--- config.mk ---
export PLATFORM = sky130hd
export DESIGN_NAME = pio_event_master
export DESIGN_NICKNAME = d
export VERILOG_FILES = /design/src/rtl/pio_event_master.sv
export SDC_FILE = /design/constraint.sdc
export NUM_CORES = 1
export LEC_CHECK = 0
export BUFFER_PORTS_ARGS = -buffer_cell sky130_fd_sc_hd__buf_2
export CORE_AREA = 2 2 157 159
export CTS_CLUSTER_SIZE = 8
export DETAILED_ROUTE_END_ITERATION = 8
export DIE_AREA = 0 0 159 161
export GPL_ROUTABILITY_DRIVEN = 0
export PLACE_DENSITY_LB_ADDON = 0.3
export SLEW_MARGIN = 15
export SYNTH_ARGS = -nofsm -noshare
export SYNTH_HDL_FRONTEND = slang
export SYNTH_SLANG_ARGS = --single-unit
export TNS_END_PERCENT = 5
--- constraint.sdc ---
create_clock -name clk -period 3.85 [get_ports clk]
set_clock_uncertainty 0.2 [all_clocks]
set_input_delay 0.1925 -clock clk [delete_from_list [all_inputs] [get_ports clk]]
set_output_delay 0.1925 -clock clk [all_outputs]
set_load 0.1 [all_outputs]
--- src/rtl/pio_event_master.sv ---
`default_nettype none
// ============================================================================
// Module      : pio_event_master
// Description : Avalon-MM initiator that services an edge-capture PIO on irq
//               and queues {edges, level} events. Optional macro
//               PIO_EVENT_TIMESTAMP_EN prepends a 16-bit cycle timestamp.
// Revision    : 1.0 - initial release
// ============================================================================
module pio_event_master #(
    parameter int                DATA_W        = 10,
    parameter int                READ_LATENCY  = 1,
    parameter int                FIFO_DEPTH    = 8,
    parameter logic [DATA_W-1:0] IRQ_MASK_INIT = '1
) (
    input  logic                  clk,
    input  logic                  reset_n,
    input  logic                  enable,
    input  logic                  irq,
    output logic [1:0]            m_address,
    output logic                  m_chipselect,
    output logic                  m_write_n,
    output logic [31:0]           m_writedata,
    input  logic [31:0]           m_readdata,
    output logic                  evt_valid,
    input  logic                  evt_ready,
`ifdef PIO_EVENT_TIMESTAMP_EN
    output logic [2*DATA_W+15:0]  evt_data,
`else
    output logic [2*DATA_W-1:0]   evt_data,
`endif
    output logic                  evt_overflow,
    input  logic                  clr_overflow
);

`ifdef PIO_EVENT_TIMESTAMP_EN
    localparam int c_evt_w = 2*DATA_W + 16;
`else
    localparam int c_evt_w = 2*DATA_W;
`endif
    localparam int             c_aw      = $clog2(FIFO_DEPTH);
    localparam int             c_cw      = $clog2(READ_LATENCY + 2);
    localparam logic [c_cw-1:0] c_rd_last = c_cw'(READ_LATENCY);

    typedef enum logic [2:0] {
        S_INIT    = 3'd0,
        S_IDLE    = 3'd1,
        S_RD_EDGE = 3'd2,
        S_CLR     = 3'd3,
        S_RD_DATA = 3'd4,
        S_PUSH    = 3'd5
    } state_t;

    state_t              r_state;
    logic [c_cw-1:0]     r_cnt;
    logic [DATA_W-1:0]   r_edge;
    logic [DATA_W-1:0]   r_level;
    logic                w_unused_rd;

    assign w_unused_rd = ^m_readdata[31:DATA_W];

`ifdef PIO_EVENT_TIMESTAMP_EN
    logic [15:0] r_ts;
    logic [15:0] r_ts_lat;

    always_ff @(posedge clk or negedge reset_n) begin
        if (!reset_n) r_ts <= '0;
        else          r_ts <= r_ts + 16'd1;
    end
`endif

    // Bus outputs are loaded on the edge entering a state, so they are
    // valid for the whole time the FSM sits in that state.
    always_ff @(posedge clk or negedge reset_n) begin
        if (!reset_n) begin
            r_state      <= S_INIT;
            r_cnt        <= '0;
            r_edge       <= '0;
            r_level      <= '0;
            m_chipselect <= 1'b0;
            m_write_n    <= 1'b1;
            m_address    <= 2'd0;
            m_writedata  <= 32'd0;
`ifdef PIO_EVENT_TIMESTAMP_EN
            r_ts_lat     <= '0;
`endif
        end else begin
            case (r_state)
                S_INIT: begin
                    if (!m_chipselect) begin
                        m_chipselect <= 1'b1;
                        m_write_n    <= 1'b0;
                        m_address    <= 2'd2;
                        m_writedata  <= 32'(IRQ_MASK_INIT);
                    end else begin
                        m_chipselect <= 1'b0;
                        m_write_n    <= 1'b1;
                        r_state      <= S_IDLE;
                    end
                end
                S_IDLE: begin
                    if (irq && enable) begin
                        m_chipselect <= 1'b1;
                        m_write_n    <= 1'b1;
                        m_address    <= 2'd3;
                        r_cnt        <= '0;
                        r_state      <= S_RD_EDGE;
                    end
                end
                S_RD_EDGE: begin
                    if (r_cnt == c_rd_last) begin
                        r_edge <= m_readdata[DATA_W-1:0];
`ifdef PIO_EVENT_TIMESTAMP_EN
                        r_ts_lat <= r_ts;
`endif
                        if (m_readdata[DATA_W-1:0] == '0) begin
                            m_chipselect <= 1'b0;
                            r_state      <= S_IDLE;
                        end else begin
                            m_write_n   <= 1'b0;
                            m_writedata <= 32'hFFFF_FFFF;
                            r_state     <= S_CLR;
                        end
                    end else begin
                        r_cnt <= r_cnt + 1'b1;
                    end
                end
                S_CLR: begin
                    m_write_n <= 1'b1;
                    m_address <= 2'd0;
                    r_cnt     <= '0;
                    r_state   <= S_RD_DATA;
                end
                S_RD_DATA: begin
                    if (r_cnt == c_rd_last) begin
                        r_level      <= m_readdata[DATA_W-1:0];
                        m_chipselect <= 1'b0;
                        r_state      <= S_PUSH;
                    end else begin
                        r_cnt <= r_cnt + 1'b1;
                    end
                end
                S_PUSH:  r_state <= S_IDLE;
                default: r_state <= S_INIT;
            endcase
        end
    end

    logic [c_evt_w-1:0] r_mem [FIFO_DEPTH];
    logic [c_aw:0]      r_wr_ptr;
    logic [c_aw:0]      r_rd_ptr;
    logic               w_full;
    logic               w_pop;
    logic               w_push_req;
    logic               w_push;
    logic               w_drop;
    logic [c_evt_w-1:0] w_push_data;

`ifdef PIO_EVENT_TIMESTAMP_EN
    assign w_push_data = {r_ts_lat, r_edge, r_level};
`else
    assign w_push_data = {r_edge, r_level};
`endif

    assign w_full     = (r_wr_ptr[c_aw] != r_rd_ptr[c_aw]) &&
                        (r_wr_ptr[c_aw-1:0] == r_rd_ptr[c_aw-1:0]);
    assign evt_valid  = (r_wr_ptr != r_rd_ptr);
    assign evt_data   = r_mem[r_rd_ptr[c_aw-1:0]];
    assign w_pop      = evt_valid && evt_ready;
    assign w_push_req = (r_state == S_PUSH);
    // A pop in the same cycle frees the slot, so a full FIFO still accepts.
    assign w_push     = w_push_req && (!w_full || w_pop);
    assign w_drop     = w_push_req && w_full && !w_pop;

    always_ff @(posedge clk) begin
        if (w_push) r_mem[r_wr_ptr[c_aw-1:0]] <= w_push_data;
    end

    always_ff @(posedge clk or negedge reset_n) begin
        if (!reset_n) begin
            r_wr_ptr     <= '0;
            r_rd_ptr     <= '0;
            evt_overflow <= 1'b0;
        end else begin
            if (w_push) r_wr_ptr <= r_wr_ptr + 1'b1;
            if (w_pop)  r_rd_ptr <= r_rd_ptr + 1'b1;
            if (w_drop)            evt_overflow <= 1'b1;
            else if (clr_overflow) evt_overflow <= 1'b0;
        end
    end

endmodule
`default_nettype wire

==> reports/results.ini, run 1 <==
[synth]
ys_types=51
netlist_top_cells_area=edfxtp_1, dfrtp_1, mux4_1
synth_top_area_share_pct=58.03
synthArstFlopShare_pct=20.00
synth_warnings=0
syn-instance-count=433
ys.flop_type=edfxtp_1
ys_seq_area_share_pct=70.14
synth_area_sq_mm=0.008279
synth_edf_count=160
ys_ff_latch=200
yosys.area.top_type=edfxtp_1
syn_area_per_cell_sq_um=19.12
synth_fp_nets=474

[global_routing]
grt_max_degree=44
grt_pass1_vias=4076
grt_usage_pct=12.70
grt_pass1_wl_microns=23860
grt_antenna_before_repair=0
grt_overflow=0

[sta]
worst_slew_pin_slew_ps=1117
final_max_slew_viol_count=0
period_share_pct=80.53
hold_viol=0
fmax_ghz=0.3225
rsz0062_at_grt=no
min_period_ps=3100
final.setup.tns_ps=0
timing.hold.ws_ps=59.20
setup_viol=0
slew_headroom_pct=25.47

[setup_path]
crit_path_end_kind=primary output
r2r-start=r_state[1]$_DFFE_PN0P_
r2r_end=r_mem[7][11]$_DFFE_PP_
critPathLaunch=r_rd_ptr[0]$_DFFE_PN0P_
path_max_fanout=43
crit_arrival_ps=2710
cp-start-kind=flop
ff2ff_setup_slack_ps=1130
path_class=flop to primary output
r2r_cells=4
required_ps=3460

[floorplanning]
fp.dieW_microns=159
rows=57
coreArea_sq_mm=0.02396
die_area_sq_mm=0.02560
ioPinCount=96
start_util_pct=34.55
die_h_microns=161

[route]
routed-via-count=4029
wl_per_cell_microns=18.78
drt_iter0_drc=334
ant_nets=0
drc_errors=0
dr.pass1.iters=5
viasPerCell=4.814
routed_wl_microns=15720

[clock_network]
cts_tree=built
cts_buffers=17
cts_buffer_depth=2
clock_latency_ps=430
hold_buffers=15
clkSlewWorstSetupHoldPaths_ps=70
cts-root-buf=clkbuf_16
cts_max_level=4
cts_resized=0
clock_sinks=200
postCtsSetupRepairBufs=0

[placed_design]
io_buffer_count=73
hpwl_microns=9174
place_inst=790

[final_layout]
final_cells=837
fin_util_pct=39.54
nNetsFinal=541
area_delta_synth_final_pct=14.43
antenna_cells=0
final_layout_size_suffix_gt1_share_pct=37.23
fillers=2173

[hold_path]
min_from=irq
hold_end=m_address[0]$_DFFE_PN0P_
hold_depth=4
hold_class=input pin to flop

[run_status]
status=finished clean

[run]
maxCapViolCount=0

cell type report:
cell class	instances	area [sq um]	share of cell area, %
clock buffer	20	436.7	4.609
multi-input combinational	174	2115	22.32
clock inverter	12	75.07	0.7924
inverter	7	26.28	0.2773
sequential	200	5808	61.30
tap	324	405.4	4.279
timing repair buffer	100	608.1	6.418
synthesized netlist by cell type (2+ instances only):
| cell | count |
|---|---|
| and3_1 | 3 |
| nor2_1 | 10 |
| nor3_1 | 4 |
| edfxtp_1 | 160 |
| clkbuf_2 | 2 |
| nand2_1 | 11 |
| xnor2_1 | 8 |
| xor2_1 | 3 |
| buf_6 | 5 |
| clkbuf_1 | 7 |
| o21ai_0 | 4 |
| mux4_2 | 19 |
| o211ai_1 | 3 |
| buf_2 | 6 |
| mux4_1 | 21 |
| inv_1 | 7 |
| buf_4 | 32 |
| nor4_1 | 3 |
| nand2b_1 | 4 |
| a21oi_1 | 4 |
| nand3_1 | 4 |
| dfrtp_1 | 39 |
| and2_1 | 2 |
| ha_1 | 3 |
| mux2_2 | 43 |
worst max-delay path, stage by stage, from the launching register on:
cell and delay, ps:
dfrtp_2 370, buf_4 620, mux4_1 660, mux2_2 290, buf_2 290
cells by family after synthesis:
family	count (synthesis)	share of synthesized area, %
mux	85	18.00
simple gates	48	2.993
buf+inv	59	4.700
compound gates	27	2.554
flops	200	70.14
fa+ha+maj	3	0.4534
xor+xnor	11	1.164
worst max path at each step:
stage	end	depth (start not counted)	slack, ps
2_1_floorplan	r_mem[0][0]$_DFFE_PP_	5	330
3_3_place_gp	r_mem[3][0]$_DFFE_PP_	5	1100
3_5_place_dp	r_mem[7][14]$_DFFE_PP_	4	1100
4_1_cts	evt_data[11]	4	680
5_1_grt	evt_data[1]	4	610
6_report	evt_data[1]	4	750
through the flow:
step	setup slack, ps	instance area, sq um
after floorplan	332.3	8279
after global placement	1101	8810
after detailed placement	1101	8810
after CTS	679.2	9472
after global routing	605.7	9474
final	749.7	9474
state kept, by name (all words and copies together), names as in the netlist:
register	flops
r_state	3
r_mem	160
r_edge	10
r_rd_ptr	4
m_write_n	1
r_level	10
m_writedata	2
r_wr_ptr	4
m_address	2
evt_overflow	1
r_cnt	2
m_chipselect	1
routing by layer:
layer	wire length, microns	vias up	GRT usage [%]
met3	568	14	3.159
met4	122	0	3.636
li1	-	1825	-
met1	7082	2086	16.47
met5	0	-	0
met2	7946	104	21.36
cell usage in the layout, fill, tap and decap left out, types with 2 or more instances in the layout:
master / Yosys / final
a21oi_1: 4 / 4
and2_1: 2 / 2
and3_1: 3 / 3
buf_2: 6 / 72
buf_4: 32 / 13
clkbuf_1: 7 / 3
clkbuf_16: 0 / 17
clkinv_1: 0 / 3
clkinv_2: 0 / 4
clkinv_4: 0 / 2
dfrtp_1: 39 / 38
dlygate4sd3_1: 0 / 15
edfxtp_1: 160 / 160
ha_1: 3 / 3
inv_1: 7 / 7
inv_6: 0 / 3
mux2_2: 43 / 43
mux4_1: 21 / 21
mux4_2: 19 / 19
nand2_1: 11 / 11
nand2b_1: 4 / 4
nand3_1: 4 / 4
nor2_1: 10 / 8
nor2_2: 1 / 3
nor3_2: 0 / 4
nor4_1: 3 / 2
o211ai_1: 3 / 3
o21ai_0: 4 / 4
xnor2_1: 8 / 8
xor2_1: 3 / 3
Power of run 1 is left out: the tool's default activity adds up to more than one toggle a clock period on the data nets, which glitch-free logic cannot reach.
==> inputs of run 2 (changes only) <==
Clock period 3.85 ns to 2.8 ns, I/O delays scaled along.
==> run 2 against run 1 <==
Global-route usage grew 0.29 points. Sequential share of layout area shrank 1.2 points. Die area stayed put. Non-clock buffer count rose by 9. First-iteration DRC count decreased by 29%. Register-to-register slack got worse by 640 ps. Highest routed layer unchanged.
==> reports/results.ini, run 2 (same netlist as run 1, synthesis figures left out) <==
[global_routing]
grt_max_degree=44  ; unchanged
grt_usage_pct=12.99  ; +0.29 points
grt_pass1_wl_microns=24380  ; +2.2%
grt_pass1_vias=4244  ; +4.1%
grt_antenna_before_repair=0  ; unchanged
grt_overflow=0  ; unchanged

[clock_network]
clock_sinks=200  ; unchanged
clock_latency_ps=430  ; about the same
cts_resized=0  ; unchanged
hold_buffers=16  ; +1
cts_max_level=4  ; unchanged
cts_tree=built
clkSlewWorstSetupHoldPaths_ps=70  ; about the same
cts_buffers=17  ; unchanged
postCtsSetupRepairBufs=0  ; unchanged
cts-root-buf=clkbuf_16
cts_buffer_depth=2  ; unchanged

[setup_path]
required_ps=2460  ; -1000 ps
path_max_fanout=13  ; -70%
crit_arrival_ps=2290  ; -420 ps
cp-start-kind=flop
crit_path_end_kind=primary output
r2r_cells=5  ; +1
path_class=flop to primary output

[floorplanning]
die_h_microns=161  ; unchanged
rows=57  ; unchanged
coreArea_sq_mm=0.02396  ; unchanged
fp.dieW_microns=159  ; unchanged
die_area_sq_mm=0.02560  ; unchanged
ioPinCount=96  ; unchanged
start_util_pct=34.55  ; unchanged

[route]
routed-via-count=4100  ; +1.8%
dr.pass1.iters=6  ; +1
viasPerCell=4.846  ; +0.68%
ant_nets=0  ; unchanged
routed_wl_microns=16210  ; +3.1%
drt_iter0_drc=237  ; -29%
drc_errors=0  ; unchanged
wl_per_cell_microns=19.16  ; +2.0%

[sta]
setup_viol=0  ; unchanged
rsz0062_at_grt=no
period_share_pct=93.94
min_period_ps=2630
slew_headroom_pct=36.06  ; +11 points
worst_slew_pin_slew_ps=959.0  ; -157.6 ps
final.setup.tns_ps=0  ; unchanged
fmax_ghz=0.3802
timing.hold.ws_ps=195.9  ; +136.7 ps
final_max_slew_viol_count=0  ; unchanged
hold_viol=0  ; unchanged

[final_layout]
area_delta_synth_final_pct=16.62
final_layout_size_suffix_gt1_share_pct=38.31  ; +1.1 points
nNetsFinal=550  ; +1.7%
mostFrequentLayoutCell=edfxtp_1
fillers=2182  ; +0.41%
most-common-layout-cells=edfxtp_1, buf_2, mux2_2
largest_reg_flops=160  ; unchanged
antenna_cells=0  ; unchanged
final_cells=846  ; +1.1%

[run_status]
status=finished clean

[run]
maxCapViolCount=0  ; unchanged

[placed_design]
io_buffer_count=73  ; unchanged
hpwl_microns=9860  ; +7.5%
place_inst=798  ; +1.0%

[hold_path]
hold_class=input pin to asynchronous set/reset pin

==> run 2: final timing paths <==
check	start	slack [ps]	endpoint
worst max-delay path	r_rd_ptr[0]$_DFFE_PN0P_	170	evt_data[12]
worst min-delay path	reset_n	200	m_writedata[9]$_DFFE_PN0P_
worst min register to register	r_rd_ptr[3]$_DFFE_PN0P_	290	r_rd_ptr[3]$_DFFE_PN0P_
worst max register to register	r_state[0]$_DFFE_PN0P_	490	r_mem[1][13]$_DFFE_PP_
min in group clk	clr_overflow	240	evt_overflow$_DFFE_PN0P_
max in group asynchronous	reset_n	1560	r_rd_ptr[0]$_DFFE_PN0P_
==> run 2: cell type report <==
cell class | count | area [sq um] | area share [%]
repair buffers | 109 | 740.7 | 7.671
inverters | 7 | 26.28 | 0.2721
flip-flops and latches | 200 | 5808 | 60.15
well taps | 324 | 405.4 | 4.199
multi-input cells | 174 | 2123 | 21.99
clock inverters | 15 | 126.4 | 1.309
clock buffers | 17 | 425.4 | 4.406
==> run 2: layer usage <==
layer  GRT usage (%)  wire (microns)  vias to the layer above
met5               0               0                        -
met4           4.050             115                        0
met3           3.493             755                        6
met2           22.49            8217                      109
met1           15.97            7120                     2147
li1                -               -                     1838
==> run 2: through the flow <==
step / util (%) / area (sq um) / setup WS, ps
finish: 40.29 / 9656 / 169.7
floorplan: - / 8285 / -207.2
global route: 40.29 / 9656 / 69.66
detailed placement: 37.32 / 8944 / 487.3
CTS: 40.29 / 9656 / 110.3
global placement: 37.32 / 8944 / 515.7
==> run 2: worst max-delay path: stages, from the launching register on <==
cell	delay (ps)
dfrtp_2	400
buf_4	280
mux4_1	580
mux2_2	290
buf_2	290
Power of run 2 is left out for the same reason.
==> inputs of run 3 (changes only) <==
Settings changed: ABC_AREA set to 1, CORE_AREA 2 2 157 159 to 2 2 159 161, DIE_AREA 0 0 159 161 to 0 0 161 163.
==> run 3 against run 2 <==
Synthesized area grew 2.4%. First-iteration DRC count grew 86%. Worst hold slack lost 170 ps.
==> reports/results.ini, run 3 <==
[setup_path]
crit_path_max_incr_delay_ps=510  ; -70 ps
critPathLaunch=r_rd_ptr[0]$_DFFE_PN0P_
crit_arrival_ps=2180  ; -110 ps
path_class=flop to primary output
cp-start-kind=flop
crit_slowest_cell=dfrtp_2
path_max_fanout=48  ; +35
crit_path_end_kind=primary output
required_ps=2460  ; about the same
crit_chain=inv_2 -> buf_12 -> nor2_1 -> o21ai_0 -> nand2_1 -> nand2_1 -> buf_12
r2r-start=r_wr_ptr[2]$_DFFE_PN0P_
r2r_cells=6  ; +1

[clock_network]
cts_max_level=4  ; unchanged
cts-root-buf=clkbuf_16
clock_sinks=200  ; unchanged
cts_buffers=17  ; unchanged
clock_latency_ps=430  ; about the same
cts_tree=built
cts_buffer_depth=2  ; unchanged
clkSlewWorstSetupHoldPaths_ps=70  ; about the same
cts_resized=0  ; unchanged

[global_routing]
grt_pass1_vias=5308  ; +25%
grt_busiest_layer=met2
grt_max_degree=84  ; +91%
use_met2_pct=25.09  ; +2.6 points
grt_antenna_before_repair=0  ; unchanged
use_met1_pct=18.44  ; +2.5 points
grt_overflow=0  ; unchanged
met3_usage_pct=2.241  ; -1.3 points
grt_pass1_wl_microns=28940  ; +19%
grt_usage_pct=14.50  ; +1.5 points

[route]
drt_iter0_drc=440  ; +86%
routed-via-count=5410  ; +32%
ant_nets=0  ; unchanged
wl_per_cell_microns=15.66  ; -18%
dr.pass1.iters=4  ; -2
drc_errors=0  ; unchanged
routed_wl_microns=18120  ; +12%
viasPerCell=4.676  ; -3.5%

[sta]
min_period_ps=2524  ; -106.5 ps
rsz0062_at_grt=no
hold_viol=0  ; unchanged
period_share_pct=90.14  ; -3.8 points
fmax_ghz=0.3962  ; +4.2%
final_max_slew_viol_count=0  ; unchanged
slew_headroom_pct=38.05  ; +2.0 points
final.setup.tns_ps=0  ; unchanged
setup_viol=0  ; unchanged
worst_slew_pin_slew_ps=929.2  ; -29.80 ps

[hold_path]
hold_depth=6
min_from=irq
hold_class=input pin to flop

[floorplanning]
rows=58  ; +1.8%
die_h_microns=163  ; +1.2%
coreArea_sq_mm=0.02467  ; +3.0%
ioPinCount=96  ; unchanged
start_util_pct=34.38  ; -0.17 points
fp.dieW_microns=161  ; +1.3%
die_area_sq_mm=0.02624  ; +2.5%

[placed_design]
hpwl_microns=10220  ; +3.7%
io_buffer_count=73  ; unchanged

[synth]
syn_area_per_cell_sq_um=11.13  ; -42%
synth_area_sq_mm=0.008482  ; +2.4%
synthSimpleGateAreaFrac_pct=14.57  ; +12 points
synthTopCellsByCount=edfxtp_1, nor2_1, nand2_1, o21ai_0, dfrtp_1
syn-instance-count=762  ; +76%
synth_top_area_share_pct=56.65  ; -1.4 points
ys_ff_latch=200  ; unchanged
ys_types=31  ; -39%
synthArstFlopShare_pct=20.00  ; unchanged
synth_top_family_by_area=simple AND/OR/NAND/NOR gates
synthAdderAreaFrac_pct=0.4425  ; -0.011 points
ys_seq_area_share_pct=68.46  ; -1.7 points
synth_edf_count=160  ; unchanged
synth_fp_nets=803  ; +69%
synth_warnings=0  ; unchanged
ys.flop_type=edfxtp_1
synth_xor_xnor_area_share_pct=0.9146  ; -0.25 points
synth_compound_area_share_pct=9.529  ; +7.0 points
yosys.area.top_type=edfxtp_1
muxShareOfSynthArea_pct=0  ; -18 points
yosysMostFrequentCell=edfxtp_1
netlist_top_cells_area=edfxtp_1, dfrtp_1, o21ai_0

[final_layout]
final_layout_size_suffix_gt1_share_pct=18.02  ; -20 points
area_delta_synth_final_pct=18.76
largest_reg_flops=160  ; unchanged
nNetsFinal=858  ; +56%
antenna_cells=0  ; unchanged
most-common-layout-cells=edfxtp_1, nor2_1, nand2_1
mostFrequentLayoutCell=edfxtp_1
fillers=2365  ; +8.4%

[run_status]
status=finished clean

[run]
maxCapViolCount=0  ; unchanged

run 3: cell count changes after synthesis, sizes merged, moves of 4 or more:
cell    change
nand3      +18
inv        +20
nand2b      -4
o21ai     +146
buf         +6
a21oi       -4
mux2       -45
mux4       -40
nand2     +120
nor2      +134
clkbuf     +10
run 3: logic make-up after synthesis:
family,count (synthesis)
and+or+nand+nor,301
DFF,200
AOI/OAI and AO/OA,155
buffers and inverters,95
xor gates and xnor gates,8
adders and majority gates,3
run 3: layout make-up:
type | instances | area (sq um) | area share [%]
clock buffer | 17 | 425.4 | 4.223
clock inverter | 12 | 156.4 | 1.553
inverter | 27 | 101.3 | 1.006
multi-input combinational | 467 | 2180 | 21.64
sequential | 200 | 5809 | 57.67
tap | 330 | 412.9 | 4.099
timing repair buffer | 104 | 988.4 | 9.812
run 3: critical path, delay by kind of cell, from the launching register on:
kind | cells | cell delay (ps)
simple gates | 3 | 310
flops | 1 | 510
buf+inv | 3 | 750
compound gates | 1 | 160
run 3: through the flow:
stage          hold WS, ps  utilization [%]  worst slack, ps  instance area (sq um)  cells
4_1_cts              12.08            40.83            215.2                  10070   1157
3_3_place_gp         135.6            37.82            666.7                   9331   1112
2_1_floorplan       -355.6                -            309.0                   8482    762
3_5_place_dp         136.5            37.82            657.8                   9331   1112
5_1_grt              55.76            40.83            78.91                  10070   1157
6_report             27.88            40.83            276.2                  10070   1157
run 3: layer usage:
layer  up-vias  wire length (microns)
met5         -                      0
met4         0                    296
met2       150                   8750
li1       2672                      -
met1      2568                   8058
met3        20                   1010
run 3: timing repair:
action | CTS | global route
setup buffers | 0 | 0
endpoints found under the setup margin | 0 | 0
endpoints found under the hold margin | 67 | 0
hold buffers | 16 | 0
run 3: path summary, 6_finish.rpt:
path	to	slack, ps
worst min register to register	m_write_n$_DFFE_PN1P_	270
min in group asynchronous	m_chipselect$_DFFE_PN0P_	190
worst min-delay path	m_address[1]$_DFFE_PN0P_	30
worst max register to register	r_mem[4][17]$_DFFE_PP_	650
max in group asynchronous	r_rd_ptr[0]$_DFFE_PN0P_	1580
worst max-delay path	evt_data[5]	280
Power of run 3 is left out for the same reason.
